[config.mk]
export PLATFORM = sky130hd
export DESIGN_NAME = store_buffer_flat
export DESIGN_NICKNAME = d
export VERILOG_FILES = /design/src/rtl/data_memory_pkg.sv /design/src/rtl/store_buffer_if.sv /design/src/rtl/store_buffer_forward_lookup.sv /design/src/rtl/store_buffer.sv /design/src/flat_wrapper.sv
export SDC_FILE = /design/constraint.sdc
export NUM_CORES = 1
export LEC_CHECK = 0
export CAP_MARGIN = 20
export CELL_PAD_IN_SITES_DETAIL_PLACEMENT = 1
export CELL_PAD_IN_SITES_GLOBAL_PLACEMENT = 2
export CORE_MARGIN = 10
export CORE_UTILIZATION = 25
export DETAILED_ROUTE_END_ITERATION = 10
export PLACE_DENSITY_LB_ADDON = 0.1
export SLEW_MARGIN = 20
export SYNTH_ARGS = -nofsm -noshare
export SYNTH_HDL_FRONTEND = slang
export SYNTH_SLANG_ARGS = --single-unit
[constraint.sdc]
create_clock -name clk_i -period 4.65 [get_ports clk_i]
set_input_delay 1.395 -clock clk_i [delete_from_list [all_inputs] [get_ports clk_i]]
set_output_delay 1.395 -clock clk_i [all_outputs]
set_load 0.03 [all_outputs]
[src/rtl/data_memory_pkg.sv]
// Shared types for the store-side data memory path: op widths, buffer entries, drain FSM.
// Used by store_buffer (optional STORE_BUFFER_FORWARD_EN load forwarding).
package data_memory_pkg;

    typedef enum logic [1:0] {
        BYTE      = 2'd0,
        HALF_WORD = 2'd1,
        WORD      = 2'd2
    } mem_op_width_t;

    localparam int STORE_BUFFER_DEPTH = 4;
    localparam int SB_ADDR_WIDTH      = 32;
    localparam int SB_DATA_WIDTH      = 32;

    typedef struct packed {
        logic [SB_ADDR_WIDTH-1:0] address;
        logic [SB_DATA_WIDTH-1:0] data;
        mem_op_width_t            width;
    } store_buffer_entry_t;

    typedef enum logic [1:0] {
        DRAIN_IDLE,
        DRAIN_REQUEST,
        DRAIN_GAP
    } drain_state_t;

endpackage

[src/rtl/store_buffer_if.sv]
// Push side (from store controller) and drain side (to external memory) of the store buffer.
// Slave modport is the buffer; master modport is controller plus memory.
interface store_buffer_if
    import data_memory_pkg::*;
#(
    parameter int ADDR_WIDTH = SB_ADDR_WIDTH,
    parameter int DATA_WIDTH = SB_DATA_WIDTH
) ();

    logic                  push_i;
    logic [ADDR_WIDTH-1:0] push_address_i;
    logic [DATA_WIDTH-1:0] push_data_i;
    mem_op_width_t         push_width_i;
    logic                  full_o;
    logic                  empty_o;
    logic                  mem_request_o;
    logic [ADDR_WIDTH-1:0] mem_address_o;
    logic [DATA_WIDTH-1:0] mem_data_o;
    mem_op_width_t         mem_width_o;
    logic                  mem_acknowledge_i;

    modport slave (
        input  push_i, push_address_i, push_data_i, push_width_i,
        input  mem_acknowledge_i,
        output full_o, empty_o,
        output mem_request_o, mem_address_o, mem_data_o, mem_width_o
    );

    modport master (
        output push_i, push_address_i, push_data_i, push_width_i,
        output mem_acknowledge_i,
        input  full_o, empty_o,
        input  mem_request_o, mem_address_o, mem_data_o, mem_width_o
    );

endinterface

[src/rtl/store_buffer_forward_lookup.sv]
// Store-to-load forwarding lookup over the pending store buffer entries.
// Only built when STORE_BUFFER_FORWARD_EN is defined.
`ifdef STORE_BUFFER_FORWARD_EN
module store_buffer_forward_lookup
    import data_memory_pkg::*;
#(
    parameter int DEPTH = 4,
    parameter int PTR_W = 3,
    parameter int AW    = 32,
    parameter int DW    = 32
) (
    input  store_buffer_entry_t entries_i [DEPTH],
    input  logic [DEPTH-1:0]    valid_i,
    input  logic [PTR_W-1:0]    head_i,
    input  logic [PTR_W-1:0]    tail_i,
    input  logic [AW-1:0]       address_i,
    output logic                hit_o,
    output logic                stall_o,
    output logic [DW-1:0]       data_o
);

    localparam int IDX_W = PTR_W - 1;

    logic [PTR_W-1:0] count;
    logic [IDX_W-1:0] idx;
    logic             word_seen;
    logic             narrow_seen;
    logic [DW-1:0]    word_data;

    assign count = tail_i - head_i;

    // Walk oldest to youngest so the youngest WORD match wins.
    always_comb begin
        word_seen   = 1'b0;
        narrow_seen = 1'b0;
        word_data   = '0;
        idx         = '0;
        for (int k = 0; k < DEPTH; k++) begin
            idx = head_i[IDX_W-1:0] + IDX_W'(k);
            if (PTR_W'(k) < count && valid_i[idx] &&
                entries_i[idx].address[AW-1:2] == address_i[AW-1:2]) begin
                if (entries_i[idx].width == WORD) begin
                    word_seen = 1'b1;
                    word_data = entries_i[idx].data;
                end else begin
                    narrow_seen = 1'b1;
                end
            end
        end
    end

    assign stall_o = narrow_seen;
    assign hit_o   = word_seen && !narrow_seen;
    assign data_o  = hit_o ? word_data : '0;

endmodule
`endif

[src/rtl/store_buffer.sv]
// In-order write buffer between the store controller and external memory.
// Define STORE_BUFFER_FORWARD_EN to add store-to-load forwarding ports.
module store_buffer
    import data_memory_pkg::*;
#(
    parameter int BUFFER_DEPTH = STORE_BUFFER_DEPTH,
    parameter int ADDR_WIDTH   = SB_ADDR_WIDTH,
    parameter int DATA_WIDTH   = SB_DATA_WIDTH
) (
    input  logic                  clk_i,
    input  logic                  rst_i,
    store_buffer_if.slave         sb_if
`ifdef STORE_BUFFER_FORWARD_EN
    ,
    input  logic [ADDR_WIDTH-1:0] ldu_address_i,
    output logic                  fwd_hit_o,
    output logic [DATA_WIDTH-1:0] fwd_data_o,
    output logic                  fwd_stall_o
`endif
);

    localparam int PTR_W = $clog2(BUFFER_DEPTH) + 1;
    localparam int IDX_W = PTR_W - 1;

    store_buffer_entry_t   entries_q [BUFFER_DEPTH];
    store_buffer_entry_t   push_entry;
    store_buffer_entry_t   head;
    logic [PTR_W-1:0]      wr_ptr_q, wr_ptr_d;
    logic [PTR_W-1:0]      rd_ptr_q, rd_ptr_d;
    drain_state_t          state_q, state_d;
    logic                  fifo_empty;
    logic                  fifo_full;
    logic                  push_ok;
    logic                  pop;
    logic                  requesting;
    logic [ADDR_WIDTH-1:0] head_address;
    logic [DATA_WIDTH-1:0] head_data;

    assign fifo_empty = wr_ptr_q == rd_ptr_q;
    assign fifo_full  = (wr_ptr_q[IDX_W] != rd_ptr_q[IDX_W]) &&
                        (wr_ptr_q[IDX_W-1:0] == rd_ptr_q[IDX_W-1:0]);
    assign push_ok    = sb_if.push_i && !fifo_full;

    assign push_entry.address = sb_if.push_address_i;
    assign push_entry.data    = sb_if.push_data_i;
    assign push_entry.width   = sb_if.push_width_i;

    assign head         = entries_q[rd_ptr_q[IDX_W-1:0]];
    assign head_address = head.address;
    assign head_data    = head.data;

    always_comb begin
        state_d = state_q;
        pop     = 1'b0;
        unique case (state_q)
            DRAIN_IDLE: begin
                if (!fifo_empty) state_d = DRAIN_REQUEST;
            end
            DRAIN_REQUEST: begin
                if (sb_if.mem_acknowledge_i) begin
                    pop     = 1'b1;
                    state_d = DRAIN_GAP;
                end
            end
            DRAIN_GAP: state_d = DRAIN_IDLE;
            default:   state_d = DRAIN_IDLE;
        endcase
    end

    assign wr_ptr_d = wr_ptr_q + PTR_W'(push_ok);
    assign rd_ptr_d = rd_ptr_q + PTR_W'(pop);

    always_ff @(posedge clk_i or posedge rst_i) begin
        if (rst_i) begin
            state_q  <= DRAIN_IDLE;
            wr_ptr_q <= '0;
            rd_ptr_q <= '0;
        end else begin
            state_q  <= state_d;
            wr_ptr_q <= wr_ptr_d;
            rd_ptr_q <= rd_ptr_d;
        end
    end

    // Payload storage needs no reset: only slots between the pointers are observed.
    always_ff @(posedge clk_i) begin
        if (push_ok) entries_q[wr_ptr_q[IDX_W-1:0]] <= push_entry;
    end

    assign requesting          = state_q == DRAIN_REQUEST;
    assign sb_if.mem_request_o = requesting;
    assign sb_if.mem_address_o = requesting ? head_address : '0;
    assign sb_if.mem_data_o    = requesting ? head_data : '0;
    assign sb_if.mem_width_o   = requesting ? head.width : BYTE;
    assign sb_if.full_o        = fifo_full;
    assign sb_if.empty_o       = fifo_empty && state_q == DRAIN_IDLE;

`ifdef STORE_BUFFER_FORWARD_EN
    logic [BUFFER_DEPTH-1:0] valid;
    logic [PTR_W-1:0]        count;

    assign count = wr_ptr_q - rd_ptr_q;

    always_comb begin
        valid = '0;
        for (int i = 0; i < BUFFER_DEPTH; i++) begin
            valid[i] = {1'b0, IDX_W'(i) - rd_ptr_q[IDX_W-1:0]} < count;
        end
    end

    store_buffer_forward_lookup #(
        .DEPTH (BUFFER_DEPTH),
        .PTR_W (PTR_W),
        .AW    (ADDR_WIDTH),
        .DW    (DATA_WIDTH)
    ) u_fwd (
        .entries_i (entries_q),
        .valid_i   (valid),
        .head_i    (rd_ptr_q),
        .tail_i    (wr_ptr_q),
        .address_i (ldu_address_i),
        .hit_o     (fwd_hit_o),
        .stall_o   (fwd_stall_o),
        .data_o    (fwd_data_o)
    );
`endif

endmodule

[src/flat_wrapper.sv]
// flat-port wrapper written by rule: the top's interface ports become plain ports
module store_buffer_flat import data_memory_pkg::*;
#(
    parameter int BUFFER_DEPTH = STORE_BUFFER_DEPTH,
    parameter int ADDR_WIDTH   = SB_ADDR_WIDTH,
    parameter int DATA_WIDTH   = SB_DATA_WIDTH
)
  (clk_i, rst_i, sb_if_push_i, sb_if_push_address_i, sb_if_push_data_i, sb_if_push_width_i, sb_if_mem_acknowledge_i, sb_if_full_o, sb_if_empty_o, sb_if_mem_request_o, sb_if_mem_address_o, sb_if_mem_data_o, sb_if_mem_width_o);
  store_buffer_if #(.ADDR_WIDTH(ADDR_WIDTH), .DATA_WIDTH(DATA_WIDTH)) sb_if_i ();
  input  logic clk_i;
  input  logic rst_i;
  input wire logic [$bits(sb_if_i.push_i)-1:0] sb_if_push_i;
  input wire logic [$bits(sb_if_i.push_address_i)-1:0] sb_if_push_address_i;
  input wire logic [$bits(sb_if_i.push_data_i)-1:0] sb_if_push_data_i;
  input wire logic [$bits(sb_if_i.push_width_i)-1:0] sb_if_push_width_i;
  input wire logic [$bits(sb_if_i.mem_acknowledge_i)-1:0] sb_if_mem_acknowledge_i;
  output wire logic [$bits(sb_if_i.full_o)-1:0] sb_if_full_o;
  output wire logic [$bits(sb_if_i.empty_o)-1:0] sb_if_empty_o;
  output wire logic [$bits(sb_if_i.mem_request_o)-1:0] sb_if_mem_request_o;
  output wire logic [$bits(sb_if_i.mem_address_o)-1:0] sb_if_mem_address_o;
  output wire logic [$bits(sb_if_i.mem_data_o)-1:0] sb_if_mem_data_o;
  output wire logic [$bits(sb_if_i.mem_width_o)-1:0] sb_if_mem_width_o;
  assign sb_if_i.push_i = sb_if_push_i;
  assign sb_if_i.push_address_i = sb_if_push_address_i;
  assign sb_if_i.push_data_i = sb_if_push_data_i;
  assign sb_if_i.push_width_i = sb_if_push_width_i;
  assign sb_if_i.mem_acknowledge_i = sb_if_mem_acknowledge_i;
  assign sb_if_full_o = sb_if_i.full_o;
  assign sb_if_empty_o = sb_if_i.empty_o;
  assign sb_if_mem_request_o = sb_if_i.mem_request_o;
  assign sb_if_mem_address_o = sb_if_i.mem_address_o;
  assign sb_if_mem_data_o = sb_if_i.mem_data_o;
  assign sb_if_mem_width_o = sb_if_i.mem_width_o;
  store_buffer #(.BUFFER_DEPTH(BUFFER_DEPTH), .ADDR_WIDTH(ADDR_WIDTH), .DATA_WIDTH(DATA_WIDTH)) u_core (.clk_i(clk_i), .rst_i(rst_i), .sb_if(sb_if_i));
endmodule
Word level (Yosys, flattened, before mapping) --
Memories as Yosys holds them, arrays and structs flattened. Index checks and enable logic that the tools add are counted.
Word-level totals: bits in registers 8, RAM bits 264, input bits 70, output and inout port bits 69, memories 1
Operators by class: add/subtract/negate cells 2, equal/unequal tests 6, multiplexer cells 10, reductions and logical operators 6
Memory list:
- u_core.entries_q | words 4, width 66, rd ports 1, clocked after Yosys merged registers in 0, write ports 1, line store_buffer.sv:25 | store_buffer_entry_t entries_q [BUFFER_DEPTH];
Operators with widths (count):
- two-way mux 32 bit | 2
- adder 3 x 1 -> 3 bit | 2
- two-way mux 2 bit | 3
- two-way mux 1 bit | 4
- != test 2 bit (second input constant) | 2
- one-hot mux 2 bit (2 select lines) | 1
- equality test 3 bit | 1
- logical AND 1 bit | 3
- equality test 2 x 1 -> 1 bit (second input constant) | 1
- equality test 2 bit | 1
- logical NOT 2 bit | 1
- AND reduction 2 bit | 1
- logical NOT 1 bit | 1
- != test 1 bit | 1

Depth between registers and ports, before layout --
Gate-level depths: netlist (run 1).
word-level depth 6, mapped depth 7

Worst setup path before layout (run 1) --
No wires, ideal clock.
path kind input to register, from in sb_if_push_i, to mem u_core.entries_q[0][0] (netlist bit), enable pin, setup time 0.529 ns, arrival time 5.173 ns, data required time 4.121 ns, path slack -1.052 ns, stages 2, cells stage by stage or3b_2 a31oi_1
On the way: word-level cells in the longest chain between the ends 3
RTL lines:
- from (decl) | line flat_wrapper.sv:12 | input wire logic [$bits(sb_if_i.push_i)-1:0] sb_if_push_i;
- logical AND 1 bit | line store_buffer.sv:42 | assign push_ok = sb_if.push_i && !fifo_full;
- two-way mux 1 bit | line store_buffer.sv:87 | if (push_ok) entries_q[wr_ptr_q[IDX_W-1:0]] <= push_entry;
- two-way mux 1 bit (not written as such) | line store_buffer.sv:87
- to (decl) | line store_buffer.sv:25
Every way passes these cells.

Worst setup path in the final report (run 1) --
from reg u_core.state_q[1], to out sb_if_mem_data_o[29]
On the way: word-level cells in the longest chain between the ends 2
RTL lines:
- from (decl) | line store_buffer.sv:30 | drain_state_t state_q, state_d;
- from (signal assigned) | line store_buffer.sv:79 | state_q <= state_d;
- equality test 2 x 1 -> 1 bit | line store_buffer.sv:90 | assign requesting = state_q == DRAIN_REQUEST;
- two-way mux 32 bit | line store_buffer.sv:93 | assign sb_if.mem_data_o = requesting ? head_data : '0;
- to (decl) | line flat_wrapper.sv:21 | output wire logic [$bits(sb_if_i.mem_data_o)-1:0] sb_if_mem_data_o;
Every way passes these cells.

==> impl_metrics.yaml, run 1 <==
yosys:
  syn_area_um2: 10400
  synth_area_per_cell_um2: 22.9
  leading_post_synthesis_cells_by_cell_area: "sky130_fd_sc_hd__edfxtp_1 76%, sky130_fd_sc_hd__mux4_2 14%, sky130_fd_sc_hd__and2_1 4.1%, sky130_fd_sc_hd__dfrtp_1 1.9%, sky130_fd_sc_hd__buf_12 0.77%"
  synth-warning-count: 0
  mappedNetlistNets: 530
  synth.ff_latch_count: 272
  synth_cell_types: 24
  synth_seq_area_share: 0.779
  netlist.area_leader.share: 0.760
  post-synth-top-area-cell: "sky130_fd_sc_hd__edfxtp_1"
  postSynthCellCount: 456
floorplanning:
  die_area_um2: 50300
  die_width_um: 224
  die_y_um: 224
  placement_rows: 74
  ios: 139
  placeableCoreArea_um2: 41000
  starting_density: 0.254
cts:
  max-clock-path-buffers: 3
  clock_tree_from_tritoncts: "yes"
  post_cts_resized: 0
  ctsHoldBuffers: 0
  cts.sinks: 272
  clock_insertion_delay_at_the_later_pin_of_the_skew_report_ps: 520
  path_clk_slew_ps: 50
  clk_root_buffer_cell: "sky130_fd_sc_hd__clkbuf_16"
  number_of_buffers_inserted_by_post_cts_setup_repair: 0
  clock_tree.htree_level_count: 2
  tritoncts.num_buffers: 34
setup_path:
  worstSetupPathType: "flip-flop to primary output"
  r2r_start: "u_core.rd_ptr_q[0]"
  critical_path_peak_fanout: 28
  start_kind: "flip-flop"
  critical_path.startpoint: "u_core.state_q[1]"
  arrival_ps: 2770
  critical-path-slowest-cell: "sky130_fd_sc_hd__clkdlybuf4s50_1"
  critical-path-top-delay-family: "buffers and inverters"
  worstPathCellList: "and2b_2 > buf_4 > and2_1 > clkdlybuf4s50_1"
  max_stage_delay_ps: 680
  cp_data_required_time_ps: 3250
  worst_setup_path_end_kind: "primary output"
  cp.buffers_inverters: 2
global_route:
  grt_antenna_before_repair: 0
  grt.overflow.total: 0
  grt_usage: 0.103
  maximum_number_of_pins_on_one_net_before_global_route_repair: 68
  vias_in_the_first_global_route: 5801
  global_route_wire_length_before_repair_um: 38100
power:
  clock_power_share: 0.265
  total_switching_power_mw: 3.25
  combinationalPowerShare: 0.381
  power.switching_fraction: 0.332
  power.density_nw_per_um2: 717
  internal-power_mw: 6.54
  power_leakage_nw: 4.39
  peakVddDrop_mv: 0.289
  seq_power_share: 0.354
routing:
  post_route_drc_violation_count: 0
  avgViaCountPerCell: 4.20
  detailroute.via_count: 4969
  detailed_router_s_first_iteration_violation_count: 188
  drt-pass1-iter-count: 4
  drtAntennaViolNets: 0
  routedWlPerCell_um: 21.7
  totalWireLength_um: 25700
job:
  max_cap_viol_count: 0
placement:
  detailedPlacementHpwl_um: 15300
  dp.cells: 1121
  place.port_buffers: 138
  place_congestion: 0.644
timing:
  grt_setup_unrepaired: "false"
  final_setup_violation_count: 0
  skew_ps: 6.06
  accumulated_negative_setup_slack_ps: 0
  maxSlewHeadroom: 0.445
  worst-slew-pin-transition_ps: 833
  finalWorstPathRequiredPeriod_ps: 4170
  finalCritPeriodShare: 0.896
  fmaxAchievable_mhz: 240
  timing_hold_violations_final: 0
  finalMaxSlewViolations: 0
cells_and_area:
  finalNonFillerCells: 1182
  antenna-diode-count: 0
  drive_gt1_frac: 0.214
  multi_input_area_um2: 2190
  fillerInstances: 4077
  register_area_um2: 8140
  layout.nets: 699
  area_growth_pct: 31.0
min_path:
  timing.hold.worst.class: "flip-flop to flip-flop"
  worstHoldStart: "u_core.wr_ptr_q[2]"
outcome:
  status: "complete, no violations"
## Yosys cell counts
cell / n
sky130_fd_sc_hd__edfxtp_1: 264
sky130_fd_sc_hd__and2_1: 68
sky130_fd_sc_hd__mux4_2: 66
sky130_fd_sc_hd__clkbuf_1: 8
sky130_fd_sc_hd__dfrtp_1: 8
sky130_fd_sc_hd__a31oi_1: 5
sky130_fd_sc_hd__buf_12: 4
sky130_fd_sc_hd__buf_2: 4
sky130_fd_sc_hd__ha_1: 4
sky130_fd_sc_hd__buf_4: 3
sky130_fd_sc_hd__inv_1: 3
sky130_fd_sc_hd__xnor2_1: 3
sky130_fd_sc_hd__xor2_1: 3
sky130_fd_sc_hd__buf_1: 2
sky130_fd_sc_hd__nand3b_1: 2
sky130_fd_sc_hd__a21o_1: 1
sky130_fd_sc_hd__a41oi_1: 1
sky130_fd_sc_hd__and2b_1: 1
sky130_fd_sc_hd__and3_1: 1
sky130_fd_sc_hd__and4_1: 1
sky130_fd_sc_hd__buf_6: 1
sky130_fd_sc_hd__nand3_1: 1
sky130_fd_sc_hd__nor2_1: 1
sky130_fd_sc_hd__or3b_2: 1
## routing by layer
layer	up-vias	part of all wire	track usage
li1	2212	-	-
met1	2614	0.41	0.116
met2	106	0.52	0.183
met3	37	0.053	0.0311
met4	0	0.022	0.0366
met5	-	0	0
## final timing paths
path	to	slack, ps	cells past startpoint
setup reg to reg	u_core.entries_q[3][9]	2240	5
hold / removal	u_core.wr_ptr_q[2]	530	1
hold reg to reg	u_core.wr_ptr_q[2]	530	1
min in group asynchronous	u_core.state_q[1]	1160	2
max in group asynchronous	u_core.rd_ptr_q[0]	3180	2
setup / recovery	sb_if_mem_data_o[29]	480	4
## placed cells by master, fill, tap and decap left out
cell,count
sky130_fd_sc_hd__buf_12,3
sky130_fd_sc_hd__ha_1,4
sky130_fd_sc_hd__clkbuf_16,37
sky130_fd_sc_hd__a31oi_1,1
sky130_fd_sc_hd__clkinv_1,5
sky130_fd_sc_hd__clkdlybuf4s50_1,138
sky130_fd_sc_hd__nand3_1,1
sky130_fd_sc_hd__clkbuf_1,9
sky130_fd_sc_hd__xnor2_1,2
sky130_fd_sc_hd__a31oi_4,4
sky130_fd_sc_hd__clkinv_2,4
sky130_fd_sc_hd__and2b_2,1
sky130_fd_sc_hd__clkinvlp_4,2
sky130_fd_sc_hd__nor2_1,1
sky130_fd_sc_hd__and2_1,68
sky130_fd_sc_hd__dfrtp_4,2
sky130_fd_sc_hd__clkbuf_8,1
sky130_fd_sc_hd__edfxtp_1,264
sky130_fd_sc_hd__a41oi_1,1
sky130_fd_sc_hd__and3_1,1
sky130_fd_sc_hd__dfrtp_1,6
sky130_fd_sc_hd__mux4_2,66
sky130_fd_sc_hd__a21o_1,1
sky130_fd_sc_hd__or3b_2,1
sky130_fd_sc_hd__bufinv_16,3
sky130_fd_sc_hd__buf_4,14
sky130_fd_sc_hd__and4_1,1
sky130_fd_sc_hd__xnor2_2,1
sky130_fd_sc_hd__xor2_1,3
sky130_fd_sc_hd__nand3b_1,2
sky130_fd_sc_hd__inv_1,3
## flip-flops by register name, indices dropped and copies added (netlist names)
register	cells
u_core.state_q	2
u_core.wr_ptr_q	3
u_core.entries_q	264
u_core.rd_ptr_q	3
## kinds of logic after synthesis
logic type,count (synthesis),synth area share
compound gates,7,0.00456
xor+xnor,6,0.00504
fa+ha+maj,4,0.00480
buf+inv,25,0.0175
flops,272,0.779
mux,66,0.143
simple gates,76,0.0461
## power groups by stage
| stage | Sequential [mW] | Clock (mW) | Combinational, mW |
|---|---|---|---|
| 5_1_grt | 3.51 | 2.81 | 4.03 |
| 4_1_cts | 3.47 | 2.71 | 3.88 |
| 3_5_place_dp | 3.52 | 0 | 3.87 |
| 6_report | 3.47 | 2.60 | 3.73 |
| 2_1_floorplan | 3.50 | 0 | 2.36 |
| 3_3_place_gp | 3.48 | 0 | 3.88 |
## per-stage QoR
step                      worst slack, ps  hold slack (ps)   util  cell area [µm²]  total power, mW
after global placement                854              506  0.306            12500             7.36
after global routing                  272              568  0.333            13700             10.4
final                                 482              531  0.333            13700             9.79
after detailed placement              840              521  0.306            12500             7.39
after floorplan                       329              488      -            10500             5.86
after CTS                             240              532  0.333            13700             10.1
## layout make-up
| type | instances | share of cell area |
|---|---|---|
| sequential | 272 | 0.595 |
| tap | 532 | 0.0487 |
| clock buffer | 47 | 0.0713 |
| multi-input combinational | 159 | 0.160 |
| timing repair buffer | 155 | 0.113 |
| inverter | 3 | 0.000824 |
| clock inverter | 14 | 0.0105 |
No activity file was read; power rests on OpenSTA's default activity.
==> run 2, diff against run 1 <==
CAP_MARGIN = 40   (was 20)
MAX_ROUTING_LAYER = met4   (was default)
==> impl_metrics.yaml, run 2 (same netlist as run 1, synthesis figures left out) <==
timing:
  timing_hold_violations_final: 0
  finalWorstPathRequiredPeriod_ps: 4170
  maxSlewHeadroom: 0.578
  grt_setup_unrepaired: "false"
  skew_ps: 11.9
  worst-slew-pin-transition_ps: 633
  finalMaxSlewViolations: 0
  fmaxAchievable_mhz: 240
  timing.hold.ws_ps: 535
  accumulated_negative_setup_slack_ps: 0
  final_setup_violation_count: 0
  finalCritPeriodShare: 0.897
cells_and_area:
  largest_reg_flops: 264
  stdcell_area_um2: 13700
  layout.cells.most_common_list: "264 x sky130_fd_sc_hd__edfxtp_1, 138 x sky130_fd_sc_hd__clkdlybuf4s50_1, 68 x sky130_fd_sc_hd__and2_1"
  layout.nets: 701
  layout_commonest_cell: "sky130_fd_sc_hd__edfxtp_1"
  fillerInstances: 4101
  drive_gt1_frac: 0.213
  area_growth_pct: 31.0
  antenna-diode-count: 0
cts:
  max-clock-path-buffers: 3
  clock_insertion_delay_at_the_later_pin_of_the_skew_report_ps: 520
  ctsHoldBuffers: 0
  clock_tree_from_tritoncts: "yes"
  clk_root_buffer_cell: "sky130_fd_sc_hd__clkbuf_16"
  clock_tree.htree_level_count: 2
  cts.sinks: 272
  post_cts_resized: 0
  path_clk_slew_ps: 50
  tritoncts.num_buffers: 34
  number_of_buffers_inserted_by_post_cts_setup_repair: 0
routing:
  drt-pass1-iter-count: 4
  detailed_router_s_first_iteration_violation_count: 176
  detailroute.via_count: 5013
  post_route_drc_violation_count: 0
  drtAntennaViolNets: 0
  totalWireLength_um: 25700
  routedWlPerCell_um: 21.7
  avgViaCountPerCell: 4.23
setup_path:
  worstSetupPathType: "flip-flop to primary output"
  worst_setup_path_end_kind: "primary output"
  critical-path-top-delay-family: "buffers and inverters"
  critical_path_peak_fanout: 28
  arrival_ps: 2770
  start_kind: "flip-flop"
  setup.reg_to_reg.worst_slack_ps: 2290
  critical-path-slowest-cell: "sky130_fd_sc_hd__clkdlybuf4s50_1"
  max_stage_delay_ps: 680
  cp.buffers_inverters: 2
  cp_data_required_time_ps: 3250
  worstPathCellList: "and2b_2 > buf_4 > and2_1 > clkdlybuf4s50_1"
global_route:
  grt_antenna_before_repair: 0
  grt_usage: 0.107
  vias_in_the_first_global_route: 5864
  maximum_number_of_pins_on_one_net_before_global_route_repair: 68
  global_route_wire_length_before_repair_um: 38400
  grt.overflow.total: 0
placement:
  detailedPlacementHpwl_um: 15600
  place.port_buffers: 138
  place_congestion: 0.650
  detailed_place.area_um2: 12600
power:
  peakVddDrop_mv: 0.289
  power.density_nw_per_um2: 714
  power_leakage_nw: 4.39
outcome:
  status: "complete, no violations"
min_path:
  timing.hold.worst.class: "flip-flop to flip-flop"
floorplanning:
  starting_density: 0.254
  die_width_um: 224
  placement_rows: 74
  placeableCoreArea_um2: 41000
  die_area_um2: 50300
  die_y_um: 224
  ios: 139
job:
  max_cap_viol_count: 0
-- run 2: cell count changes in the layout (fill, tap and decap cells not counted), sizes merged --
cell,delta
buf,+2
clkbuf,-2
bufinv,-1
clkinv,+3
-- run 2: cell type report --
type                       instances  area [µm²]  share of cell area
multi-input combinational        159        2180               0.160
timing repair buffer             157        1570               0.115
tap                              532         666              0.0487
clock buffer                      45         966              0.0707
sequential                       272        8140               0.596
clock inverter                    16         125             0.00916
inverter                           3        11.3            0.000825
-- run 2: path summary, 6_finish.rpt --
path	endpoint	cells past startpoint	start
max in group asynchronous	u_core.rd_ptr_q[1]	2	rst_i
min in group asynchronous	u_core.state_q[0]	2	rst_i
min reg2reg	u_core.state_q[0]	2	u_core.state_q[1]
max	sb_if_mem_data_o[19]	4	u_core.state_q[1]
min	u_core.state_q[0]	2	u_core.state_q[1]
max reg2reg	u_core.entries_q[3][15]	6	u_core.rd_ptr_q[0]
-- run 2: per-stage QoR --
| step | setup WS [ps] | cells | total power, mW | util |
|---|---|---|---|---|
| floorplan | 329 | 456 | 5.86 | - |
| global placement | 854 | 1121 | 7.36 | 0.306 |
| detailed placement | 917 | 1123 | 7.42 | 0.306 |
| CTS | 336 | 1184 | 10.0 | 0.333 |
| global route | 266 | 1184 | 10.3 | 0.333 |
| finish | 481 | 1184 | 9.75 | 0.333 |
-- run 2: report_power, final --
group	switching (mW)	leakage [nW]	internal, mW
logic	2.16	1.35	1.60
clock network	0.960	0.528	1.57
registers	0.137	2.51	3.32
total	3.25	4.39	6.49
-- run 2: metal layers --
layer	routed length [µm]	share of wire	track usage
met3	990	0.039	0.0260
met1	10700	0.42	0.118
met2	13500	0.53	0.185
met4	527	0.021	0.0364
met5	0	0	-
-- run 2: worst reg2reg max path, stage by stage, from the launching register on --
cell and delay (ps):
sky130_fd_sc_hd__dfrtp_4 500, sky130_fd_sc_hd__buf_12 220, sky130_fd_sc_hd__xnor2_1 170, sky130_fd_sc_hd__buf_4 190, sky130_fd_sc_hd__a31oi_4 240, sky130_fd_sc_hd__buf_4 440
sky130_fd_sc_hd__buf_12 280
==> run 3, diff against run 2 <==
CELL_PAD_IN_SITES_DETAIL_PLACEMENT = default   (was 1)
CELL_PAD_IN_SITES_GLOBAL_PLACEMENT = default   (was 2)
PLACE_DENSITY_LB_ADDON = default   (was 0.1)
clock period = 4.25 ns   (was 4.65 ns; I/O delays follow)
==> impl_metrics.yaml, run 3 (same netlist as run 1, synthesis figures left out) <==
global_route:
  global_route_wire_length_before_repair_um: 34400
  vias_in_the_first_global_route: 5496
  maximum_number_of_pins_on_one_net_before_global_route_repair: 50
  grt.overflow.total: 0
  grt_usage: 0.0918
  grt_antenna_before_repair: 4
floorplanning:
  ios: 139
  starting_density: 0.254
  die_y_um: 224
  die_width_um: 224
  die_area_um2: 50300
  placeableCoreArea_um2: 41000
  placement_rows: 74
min_path:
  worstHoldStart: "u_core.wr_ptr_q[2]"
  timing.hold.worst.class: "flip-flop to flip-flop"
placement:
  place.port_buffers: 138
  place_congestion: 0.651
  detailedPlacementHpwl_um: 13600
timing:
  fmaxAchievable_mhz: 250
  accumulated_negative_setup_slack_ps: 0
  finalMaxSlewViolations: 0
  skew_ps: 8.60
  grt_setup_unrepaired: "false"
  worst-slew-pin-transition_ps: 521
  maxSlewHeadroom: 0.651
  finalCritPeriodShare: 0.941
  timing_hold_violations_final: 0
  final_setup_violation_count: 0
  finalWorstPathRequiredPeriod_ps: 4000
job:
  max_cap_viol_count: 0
cts:
  number_of_buffers_inserted_by_post_cts_setup_repair: 1
  ctsHoldBuffers: 0
  post_cts_resized: 0
  path_clk_slew_ps: 60
  cts.sinks: 272
  clk_root_buffer_cell: "sky130_fd_sc_hd__clkbuf_16"
  clock_tree.htree_level_count: 1
  clock_insertion_delay_at_the_later_pin_of_the_skew_report_ps: 550
  max-clock-path-buffers: 3
  tritoncts.num_buffers: 30
  clock_tree_from_tritoncts: "yes"
setup_path:
  critical_path.startpoint: "u_core.rd_ptr_q[1]"
  critical-path-slowest-cell: "sky130_fd_sc_hd__dfrtp_4"
  critical-path-top-delay-family: "buffers and inverters"
  cp_data_required_time_ps: 2970
  critical_path_peak_fanout: 28
  arrival_ps: 2730
  worstPathCellList: "buf_4 > mux4_2 > and2_1 > clkdlybuf4s50_1"
  start_kind: "flip-flop"
  r2r_start: "u_core.rd_ptr_q[1]"
  worst_setup_path_end_kind: "primary output"
  max_stage_delay_ps: 730
  cp.buffers_inverters: 2
  worstSetupPathType: "flip-flop to primary output"
power:
  power.density_nw_per_um2: 764
  power_leakage_nw: 4.35
  peakVddDrop_mv: 0.351
cells_and_area:
  layout.cells.most_common_list: "264 x sky130_fd_sc_hd__edfxtp_1, 136 x sky130_fd_sc_hd__clkdlybuf4s50_1, 68 x sky130_fd_sc_hd__and2_1"
  largest_reg_flops: 264
  layout_commonest_cell: "sky130_fd_sc_hd__edfxtp_1"
  drive_gt1_frac: 0.219
  area_growth_pct: 30.7
  final_core_utilization: 0.332
  layout.nets: 698
routing:
  routedWlPerCell_um: 18.9
  totalWireLength_um: 22400
  detailed_router_s_first_iteration_violation_count: 269
  drtAntennaViolNets: 0
  avgViaCountPerCell: 4.18
  post_route_drc_violation_count: 0
  drt-pass1-iter-count: 4
  detailroute.via_count: 4938
outcome:
  status: "complete, no violations"
run 3: changes by cell type in the layout (fill, tap and decap cells not counted), moves of 3 or more:
cell                         before  now
sky130_fd_sc_hd__buf_4           15   11
sky130_fd_sc_hd__clkbuf_1         7    2
sky130_fd_sc_hd__diode_2          0    4
sky130_fd_sc_hd__clkbuf_16       37   31
sky130_fd_sc_hd__clkinvlp_4       2    5
sky130_fd_sc_hd__buf_12           4   10
run 3: worst reg2reg max path, cell delays in order (launching register included):
cell	delay, ps
sky130_fd_sc_hd__dfrtp_4	680
sky130_fd_sc_hd__xnor2_1	540
sky130_fd_sc_hd__buf_4	260
sky130_fd_sc_hd__a31oi_1	100
sky130_fd_sc_hd__ha_1	190
sky130_fd_sc_hd__ha_1	180
sky130_fd_sc_hd__xor2_1	140
run 3: final cells by class:
class	count	area [µm²]
clock buffers	33	783
inverters	3	11.3
clock inverters	20	191
flip-flops and latches	272	8140
diodes	4	10.0
repair buffers	158	1660
fillers	3878	27400
multi-input cells	159	2180
well taps	532	666
run 3: worst paths after layout:
path                       cells past startpoint  slack (ps)                  end
max                                            4         250  sb_if_mem_data_o[6]
max reg2reg                                    6        2050   u_core.wr_ptr_q[2]
min                                            1         540   u_core.wr_ptr_q[2]
max in group asynchronous                      2        2950   u_core.rd_ptr_q[1]
min in group asynchronous                      2        1030   u_core.wr_ptr_q[0]
min reg2reg                                    1         540   u_core.wr_ptr_q[2]
run 3: metrics by stage:
stage	cell area, µm²	hold slack (ps)	power (mW)	setup WS, ps	std cells
4_1_cts	13600	539	10.7	130	1177
6_report	13600	537	10.4	249	1181
3_5_place_dp	12600	522	8.05	627	1123
3_3_place_gp	12600	515	7.99	631	1122
2_1_floorplan	10500	488	6.41	48.6	456
5_1_grt	13600	558	11.0	85.2	1181
run 3: metal layers:
layer / up-vias / routed length, µm / GRT usage
li1: 2212 / - / -
met1: 2566 / 9750 / 0.114
met2: 124 / 10400 / 0.141
met3: 36 / 1740 / 0.0297
met4: 0 / 461 / 0.0283
met5: - / 0 / -
run 3: power by group:
group	internal (mW)	switching [mW]	leakage [nW]
clock network	1.50	1.03	0.462
logic	1.82	2.18	1.38
registers	3.63	0.241	2.51
